`config.mk`:
```
export PLATFORM = sky130hd
export DESIGN_NAME = fetch_unit
export DESIGN_NICKNAME = d
export VERILOG_FILES = /design/src/rtl/cpu_pkg.sv /design/src/rtl/fetch_buf.sv /design/src/rtl/fetch_unit.sv
export SDC_FILE = /design/constraint.sdc
export NUM_CORES = 1
export LEC_CHECK = 0
export CAP_MARGIN = 5
export CORE_MARGIN = 5
export CORE_UTILIZATION = 50
export DETAILED_ROUTE_END_ITERATION = 10
export GPL_TIMING_DRIVEN = 0
export PLACE_DENSITY = 0.78
export SYNTH_ARGS = -nofsm -noshare
export SYNTH_HDL_FRONTEND = slang
export SYNTH_SLANG_ARGS = --single-unit
export TNS_END_PERCENT = 1
```
`constraint.sdc`:
```
create_clock -name clk -period 3 [get_ports clk]
set_input_delay 0.75 -clock clk [delete_from_list [all_inputs] [get_ports clk]]
set_output_delay 0.75 -clock clk [all_outputs]
set_load 0.02 [all_outputs]
```
`src/rtl/cpu_pkg.sv`:
```
// Shared CPU definitions: default bus widths, fetch FSM states, the halt
// sentinel word and the fetch buffer entry layout.
package cpu_pkg;

    localparam int unsigned CPU_ADDR_W = 32;
    localparam int unsigned CPU_DATA_W = 32;

    typedef enum logic [1:0] {
        BOOT = 2'd0,
        RUN  = 2'd1,
        HALT = 2'd2
    } fetch_state_t;

    // All-ones instruction word stops fetching when the halt feature is built in
    localparam logic [CPU_DATA_W-1:0] HALT_WORD = '1;

    typedef struct packed {
        logic [CPU_DATA_W-1:0] instr;
        logic [CPU_ADDR_W-1:0] pc;
    } fetch_entry_t;

endpackage

```
`src/rtl/fetch_buf.sv`:
```
// Two-entry synchronous FIFO of fetch entries, organised as a shift pair so
// the head register keeps its last value once the FIFO drains or is flushed.
// Ports:
//   clk, rst_n  - clock, synchronous active-low reset
//   push        - write push_data (ignored when full unless popping)
//   push_data   - entry to append
//   pop         - remove head (ignored when empty)
//   flush       - empty the FIFO; wins over push
//   count       - number of valid entries (0..2)
//   head        - oldest entry
module fetch_buf
    import cpu_pkg::*;
(
    input  logic         clk,
    input  logic         rst_n,
    input  logic         push,
    input  fetch_entry_t push_data,
    input  logic         pop,
    input  logic         flush,
    output logic [1:0]   count,
    output fetch_entry_t head
);

    logic [1:0]   count_q, count_d;
    fetch_entry_t e0_q, e0_d;
    fetch_entry_t e1_q, e1_d;
    logic         do_push, do_pop;
    logic [1:0]   slot;

    // Next-state for the entry pair and occupancy
    always_comb begin
        do_pop  = pop && (count_q != 2'd0);
        do_push = push && ((count_q != 2'd2) || do_pop);
        slot    = count_q - 2'(do_pop);
        count_d = count_q;
        e0_d    = e0_q;
        e1_d    = e1_q;
        if (flush) begin
            count_d = 2'd0;
        end else begin
            if (do_pop && (count_q == 2'd2)) begin
                e0_d = e1_q;
            end
            if (do_push) begin
                if (slot == 2'd0) begin
                    e0_d = push_data;
                end else begin
                    e1_d = push_data;
                end
            end
            count_d = count_q + 2'(do_push) - 2'(do_pop);
        end
    end

    always_ff @(posedge clk) begin
        if (!rst_n) begin
            count_q <= 2'd0;
            e0_q    <= '0;
            e1_q    <= '0;
        end else begin
            count_q <= count_d;
            e0_q    <= e0_d;
            e1_q    <= e1_d;
        end
    end

    assign count = count_q;
    assign head  = e0_q;

endmodule

```
`src/rtl/fetch_unit.sv`:
```
// Instruction fetch stage: owns the PC, requests the shared RAM port, captures
// fetched words into a two-entry buffer and presents them to decode with a
// valid/ready handshake. Branch redirects flush the buffer and reload the PC.
// Optional build macro FETCH_HALT_EN: an all-ones fetched word stops fetching
// until the next redirect.
// Ports:
//   clk, rst_n                       - clock, synchronous active-low reset
//   mem_pc, mem_fetch_req            - RAM instruction address / port request
//   mem_gnt, mem_fetch               - port grant / word returned for mem_pc
//   br_valid, br_target              - redirect pulse and new PC
//   instr, instr_pc, instr_valid     - head instruction toward decode
//   instr_ready                      - decode accepts head
//   halted                           - fetch stopped by halt word
module fetch_unit
    import cpu_pkg::*;
#(
    parameter int unsigned       ADDR_W   = CPU_ADDR_W,
    parameter int unsigned       DATA_W   = CPU_DATA_W,
    parameter logic [ADDR_W-1:0] RESET_PC = '0,
    parameter int unsigned       PC_STEP  = 1
) (
    input  logic              clk,
    input  logic              rst_n,
    output logic [ADDR_W-1:0] mem_pc,
    output logic              mem_fetch_req,
    input  logic              mem_gnt,
    input  logic [DATA_W-1:0] mem_fetch,
    input  logic              br_valid,
    input  logic [ADDR_W-1:0] br_target,
    output logic [DATA_W-1:0] instr,
    output logic [ADDR_W-1:0] instr_pc,
    output logic              instr_valid,
    input  logic              instr_ready,
    output logic              halted
);

    fetch_state_t      state_q, state_d;
    logic [ADDR_W-1:0] pc_q, pc_d;
    logic [1:0]        buf_count;
    fetch_entry_t      buf_head;
    fetch_entry_t      push_data;
    logic              capture;
    logic              pop;
    logic              halt_capture;

    // A redirect in the same cycle cancels the capture
    always_comb begin
        capture   = mem_fetch_req && mem_gnt && !br_valid;
        pop       = instr_valid && instr_ready;
        push_data = '{instr: mem_fetch, pc: pc_q};
`ifdef FETCH_HALT_EN
        halt_capture = capture && (mem_fetch == HALT_WORD);
`else
        halt_capture = 1'b0;
`endif
    end

    // State register
    always_ff @(posedge clk) begin
        if (!rst_n) begin
            state_q <= BOOT;
        end else begin
            state_q <= state_d;
        end
    end

    // Next-state logic
    always_comb begin
        state_d = state_q;
        case (state_q)
            BOOT:    state_d = RUN;
            RUN:     if (halt_capture) state_d = HALT;
            HALT:    state_d = HALT;
            default: state_d = BOOT;
        endcase
        if (br_valid) begin
            state_d = RUN;
        end
    end

    // Output logic: a full buffer can still take a word if the head leaves
    always_comb begin
        mem_fetch_req = 1'b0;
        halted        = 1'b0;
        if (state_q == RUN) begin
            mem_fetch_req = (buf_count != 2'd2) || instr_ready;
        end
`ifdef FETCH_HALT_EN
        halted = (state_q == HALT);
`endif
    end

    // Program counter
    always_comb begin
        pc_d = pc_q;
        if (br_valid) begin
            pc_d = br_target;
        end else if (capture) begin
            pc_d = pc_q + ADDR_W'(PC_STEP);
        end
    end

    always_ff @(posedge clk) begin
        if (!rst_n) begin
            pc_q <= RESET_PC;
        end else begin
            pc_q <= pc_d;
        end
    end

    fetch_buf u_buf (
        .clk       (clk),
        .rst_n     (rst_n),
        .push      (capture),
        .push_data (push_data),
        .pop       (pop),
        .flush     (br_valid),
        .count     (buf_count),
        .head      (buf_head)
    );

    assign mem_pc      = pc_q;
    assign instr_valid = (buf_count != 2'd0);
    assign instr       = buf_head.instr;
    assign instr_pc    = buf_head.pc;

endmodule

```
==> flow_summary.yaml, run 1 <==
min_path:
  min_from: "u_buf.e1_q[14]"
  hold_path.class: "flip-flop to flip-flop"
  holdPathEnd: "u_buf.e1_q[14]"
  whs_path_depth: 2
placement:
  hpwl_um: 15100
  placed_cell_area_sq_um: 8980
  place_inst: 1169
  pre_cts_ws_ps: -158
  place_congestion: 0.887
  portBuffers: 165
cells_and_area:
  multi_input_area_sq_um: 3430
  fin_nets: 1081
  fin_cells: 1201
  diodes: 0
  regArea_sq_um: 3280
  syn2layout_area_growth_pct: 34.8
  final_cell_area_sq_um: 9580
  layout-drive-gt1-share_pct: 8.62
  fillers: 1152
synth:
  mappedNetlistArea_sq_um: 7110
  yosysSeqAreaShare_pct: 46.2
  synth_area_leaders: "dfxtp_1, nand2_1, a21oi_1"
  synth_ff_type: "dfxtp_1"
  yosysWarnings: 0
  synth.net_count: 897
  yosysMostFrequentCell: "dfxtp_1"
  synth_edf_count: 0
  synth_cell_type_count: 54
  syn_inst: 824
  ys_top_cells_by_count: "dfxtp_1, nand2_1, a21oi_1, o22ai_1, o21ai_0"
  synth_top_area_share_pct: 46.2
  syn_area_per_cell_sq_um: 8.63
  synth_top_cell_by_area: "dfxtp_1"
  ys_ff_latch: 164
  synthArstFlopShare_pct: 0
drt:
  dr.pass1.iters: 5
  drt_iter0_drc: 559
  via_per_inst: 5.69
  wl_per_cell_um: 18.1
  final_antenna_net_count: 0
  remaining_drc_errors: 0
  wl_um: 21800
  vias: 6835
global_route:
  grt_max_degree: 17
  grt_overflow: 0
  grt.total_usage_pct: 25.8
  grt_pass1_vias: 6612
  antenna_found_initial: 1
  grt_pass1_wl_um: 34100
power_and_ir_drop:
  totalPowerFinal_mw: 5.25
  pwr_density_cell_nw_per_um2: 548
  p_leak_nw: 3.50
  irDropWorstVdd_mv: 0.321
setup_path:
  rr_endpoint: "u_buf.e1_q[8]"
  required_ps: 3340
  crit_path_start_kind: "input pin"
  crit_type: "input pin to flip-flop"
  cp-end-kind: "flip-flop"
  r2r_setup_slack_ps: 380
  r2r-start: "u_buf.count[1]"
  critPathMaxFanout: 10
  crit_arrival_ps: 3110
  reg2regPathDepth: 9
timing:
  slew_headroom_pct: 53.1
  setup_violations: 0
  finalSetupTns_ps: 0
  slew_violations: 0
  hold_viol: 0
  grt_setup_unrepaired: "false"
  fmax_mhz: 361
  clock_skew_ps: 6.79
  setup_ws_ps: 228
  fin_crit_ps: 2770
  post-route-period-util_pct: 92.4
  tightest_slew_ps: 703
die:
  die_width_um: 129
  start_util_pct: 51.0
  io_pins: 168
  core_area_sq_um: 13900
  die_area_sq_um: 16700
  rows: 43
  die_h_um: 129
clocking:
  cts.reportedPaths.clkPinSlew_ps: 60
  hold_buffers: 0
  clock-sinks: 164
  cts_root_buf: "clkbuf_16"
  cts_max_level: 4
  cts_buffers: 17
  clock_path_buffers: 2
  cts_tree: "done"
  clock_latency_ps: 420
status:
  outcome: "completed"
flow_run:
  cap_violations: 0
[critical path, stage by stage]
cell             delay, ps
clkdlybuf4s50_1        470
and2_1                 190
ha_1                   210
xnor2_2                310
nand2_2                140
nand2_1                460
buf_2                  330
nand2_1                 70
a21boi_0               170
[repair_timing]
item,4_1_cts,5_1_grt
setup endpoints to repair,0,1
setup buffers,0,0
resized for setup,0,2
[layout make-up]
class                           count  share of cell area (%)
Buffer                             69                    3.90
Clock buffer                       24                    5.13
Clock inverter                      8                    1.03
Inverter                            7                   0.274
Multi-Input combinational cell    584                    35.8
Sequential cell                   164                    34.3
Tap cell                          180                    2.35
Timing Repair Buffer              165                    17.3
[per-layer routing]
metal | GRT usage [%] | share of wire (%) | vias to the layer above
li1 | - | - | 3303
met1 | 33.9 | 44 | 3262
met2 | 41.2 | 46 | 235
met3 | 6.97 | 8.1 | 33
met4 | 8.77 | 1.7 | 2
met5 | 0 | 0.060 | -
[through the flow]
| step | hold slack, ps | utilization, % |
|---|---|---|
| after floorplan | 427 | - |
| after global placement | 441 | 64.5 |
| after detailed placement | 445 | 64.5 |
| after CTS | 454 | 68.7 |
| after global routing | 475 | 68.8 |
| final | 454 | 68.8 |
[cell usage in the layout (no fill, tap or decap), types with 3 or more instances in the layout]
| master | n |
|---|---|
| nor3_1 | 10 |
| inv_1 | 6 |
| xor2_1 | 9 |
| nor4_2 | 4 |
| o21ai_0 | 56 |
| a21boi_1 | 39 |
| nor3_2 | 3 |
| a22o_1 | 8 |
| clkinv_2 | 3 |
| o22ai_1 | 57 |
| and2_1 | 10 |
| nand3_1 | 13 |
| dfxtp_1 | 164 |
| nand2_2 | 3 |
| o21ai_1 | 31 |
| and3_1 | 7 |
| xnor2_1 | 14 |
| nor3b_1 | 4 |
| clkbuf_1 | 35 |
| buf_1 | 3 |
| buf_2 | 20 |
| and4_1 | 10 |
| nor2_1 | 9 |
| nand2_1 | 147 |
| buf_6 | 10 |
| clkbuf_8 | 4 |
| nand4_2 | 3 |
| o211a_1 | 7 |
| a21boi_0 | 26 |
| ha_1 | 4 |
| buf_4 | 4 |
| clkbuf_16 | 17 |
| clkdlybuf4s50_1 | 164 |
| nand4_1 | 5 |
| a211oi_1 | 4 |
| a21oi_1 | 74 |
[logic make-up after synthesis]
kind of cell	count (synthesis)	share of synthesized area, %
adder cells (fa/ha/maj)	4	0.704
buffers and inverters	76	5.63
AND/OR/NAND/NOR	243	17.4
AO/OA/AOI/OAI	311	26.8
other	1	0.0528
XOR/XNOR	24	3.06
multiplexers	1	0.141
flip-flops	164	46.2
[worst max path at each step]
stage                           endpoint   startpoint
after floorplan           u_buf.head[34]  instr_ready
after global placement     u_buf.e1_q[7]  instr_ready
after detailed placement   u_buf.e1_q[8]  instr_ready
after CTS                  mem_fetch_req  instr_ready
after global routing      u_buf.e1_q[24]  instr_ready
final                      u_buf.e1_q[8]  instr_ready
[registers in the layout, summed over array words and instances (netlist names)]
register / count
mem_pc: 32
u_buf.count: 2
u_buf.head: 64
state_q: 2
u_buf.e1_q: 64
[power breakdown]
| group | switching (mW) | internal (mW) | leakage [nW] | total [mW] |
|---|---|---|---|---|
| sequential | 0.0906 | 2.27 | 1.34 | 2.36 |
| clock | 0.860 | 1.31 | 0.286 | 2.17 |
| combinational | 0.375 | 0.347 | 1.88 | 0.721 |
| total | 1.32 | 3.93 | 3.50 | 5.25 |
Note: power is estimated with default switching activity, not from simulation.
==> run 2, diff against run 1 <==
--- a/config.mk
+++ b/config.mk
@@ -6,7 +6,7 @@
 export NUM_CORES = 1
 export LEC_CHECK = 0
 export CAP_MARGIN = 5
-export CORE_MARGIN = 5
+export CORE_MARGIN = 3
 export CORE_UTILIZATION = 50
 export DETAILED_ROUTE_END_ITERATION = 10
 export GPL_TIMING_DRIVEN = 0
==> run 2 against run 1 <==
Net effect:
- core utilization increased by 2.1 points
- global-route usage up 1.1 points
- design area grew 0.22%
- count of clock-buffer cells in the layout is 6 lower
- non-clock buffer count unchanged
- highest routed layer is now met4
==> flow_summary.yaml, run 2 (synthesized netlist as in run 1, its figures left out) <==
placement:
  place_congestion: 0.886
  hpwl_um: 14900
  portBuffers: 165
drt:
  vias: 6841
  remaining_drc_errors: 0
  wl_um: 21200
  final_antenna_net_count: 0
  dr.pass1.iters: 6
  wl_per_cell_um: 17.7
  drt_iter0_drc: 595
  via_per_inst: 5.72
clocking:
  clock_latency_ps: 430
  cts_setup_buffers: 0
  clock_path_buffers: 2
  cts_tree: "done"
  cts_root_buf: "clkbuf_16"
  clock-sinks: 164
  cts.reportedPaths.clkPinSlew_ps: 60
  cts_buffers: 17
  cts_max_level: 4
setup_path:
  crit_arrival_ps: 3120
  required_ps: 3350
  r2r-start: "u_buf.count[1]"
  rr_endpoint: "u_buf.e1_q[58]"
  crit_type: "input pin to flip-flop"
  critPathMaxFanout: 10
  cp-end-kind: "flip-flop"
  reg2regPathDepth: 9
  r2r_setup_slack_ps: 360
  crit_path_start_kind: "input pin"
global_route:
  grt_pass1_vias: 6646
  grtUsageMet1_pct: 36.5
  grt_busiest_layer: "met2"
  grt.total_usage_pct: 26.9
  grt_max_degree: 17
  grt_overflow: 0
  antenna_found_initial: 0
  grtUsageMet2_pct: 42.4
  use_met3_pct: 6.40
  grt_pass1_wl_um: 34300
die:
  core_area_sq_um: 13600
  io_pins: 168
  die_area_sq_um: 15700
  start_util_pct: 52.4
  rows: 42
  die_h_um: 125
  die_width_um: 125
min_path:
  holdPathEnd: "u_buf.e1_q[6]"
  min_from: "u_buf.e1_q[6]"
  whs_path_depth: 2
  hold_path.class: "flip-flop to flip-flop"
timing:
  finalSetupTns_ps: 0
  hold_viol: 0
  setup_violations: 0
  fin_crit_ps: 2770
  slew_violations: 0
  grt_setup_unrepaired: "false"
  post-route-period-util_pct: 92.3
  clock_skew_ps: 8.87
  fmax_mhz: 361
  slew_headroom_pct: 54.1
  tightest_slew_ps: 689
cells_and_area:
  layout-drive-gt1-share_pct: 8.91
  diodes: 0
  syn2layout_area_growth_pct: 35.1
  mostFrequentLayoutCells: "clkdlybuf4s50_1, dfxtp_1, nand2_1"
  fin_nets: 1081
  final_core_util_pct: 70.8
power_and_ir_drop:
  power.share.clock_pct: 42.6
  pwr-share-comb_pct: 13.3
  intPower_mw: 3.95
  p_switching_mw: 1.40
  p_leak_nw: 3.50
  pwr_density_cell_nw_per_um2: 558
  p_seq_share_pct: 44.1
  irDropWorstVdd_mv: 0.365
  power_switching_share_pct: 26.2
flow_run:
  cap_violations: 0
status:
  outcome: "completed"
## run 2: cell types whose count changed in the layout (fill, tap and decap cells not counted)
| cell | previous run | this run |
|---|---|---|
| clkinvlp_4 | 2 | 6 |
| clkbuf_8 | 4 | 1 |
| inv_8 | 0 | 1 |
| clkinv_2 | 3 | 1 |
| inv_6 | 0 | 2 |
| clkbuf_1 | 35 | 32 |
| bufinv_16 | 2 | 3 |
## run 2: layer usage
layer / wire [um] / vias to the layer above
met5: 0 / -
li1: - / 3301
met1: 9310 / 3216
met4: 418 / 0
met2: 9800 / 286
met3: 1710 / 38
## run 2: worst max-delay path, stage by stage
cell,delay (ps)
clkdlybuf4s50_1,470
and2_1,190
ha_1,210
xnor2_2,300
nand2_2,140
nand2_1,470
buf_2,330
nand2_1,70
a21boi_0,180
## run 2: metrics by stage
stage                     area [sq um]  power [mW]  setup WS [ps]  cells  hold slack (ps)
after floorplan                   7110        2.75            735    824              427
final                             9600        5.35            230   1197              453
after detailed placement          8980        3.12           -153   1165              445
after CTS                         9600        5.37           47.8   1197              454
after global routing              9600        5.53           49.8   1197              474
after global placement            8980        3.11           -111   1165              441
## run 2: how the worst max path moves through the flow
stage | startpoint | endpoint | slack, ps | depth (start not counted)
floorplan | instr_ready | u_buf.head[34] | 730 | 7
global placement | instr_ready | u_buf.e1_q[8] | -110 | 9
detailed placement | instr_ready | u_buf.e1_q[21] | -150 | 9
CTS | instr_ready | mem_fetch_req | 50 | 4
global route | instr_ready | u_buf.e1_q[60] | 50 | 9
finish | instr_ready | u_buf.e1_q[58] | 230 | 9
## run 2: what timing repair did
item / CTS / global route
endpoints found under the setup margin: 0 / 1
gates resized for setup: 0 / 2
hold buffers: 0 / 0
## run 2: cell type report
cell class / count / area (sq um)
fill: 1107 / 3950
sequential: 164 / 3280
timing repair buffer: 165 / 1650
inverter: 7 / 26.3
tap: 176 / 220
multi-input combinational: 584 / 3430
buffer: 69 / 374
clock inverter: 14 / 178
clock buffer: 18 / 439
## run 2: power by group through the flow
stage | clock (mW) | combinational (mW) | sequential (mW)
2_1_floorplan | 0 | 0.268 | 2.48
3_3_place_gp | 0 | 0.706 | 2.40
3_5_place_dp | 0 | 0.711 | 2.40
4_1_cts | 2.29 | 0.715 | 2.36
5_1_grt | 2.39 | 0.766 | 2.37
6_report | 2.28 | 0.714 | 2.36
==> run 3, diff against run 2 <==
--- a/config.mk
+++ b/config.mk
@@ -14,4 +14,4 @@
 export SYNTH_ARGS = -nofsm -noshare
 export SYNTH_HDL_FRONTEND = slang
 export SYNTH_SLANG_ARGS = --single-unit
-export TNS_END_PERCENT = 1
+export TNS_END_PERCENT = 50
==> results of run 3 <==
No change in the layout: final DEF, timing and power equal those of run 2.
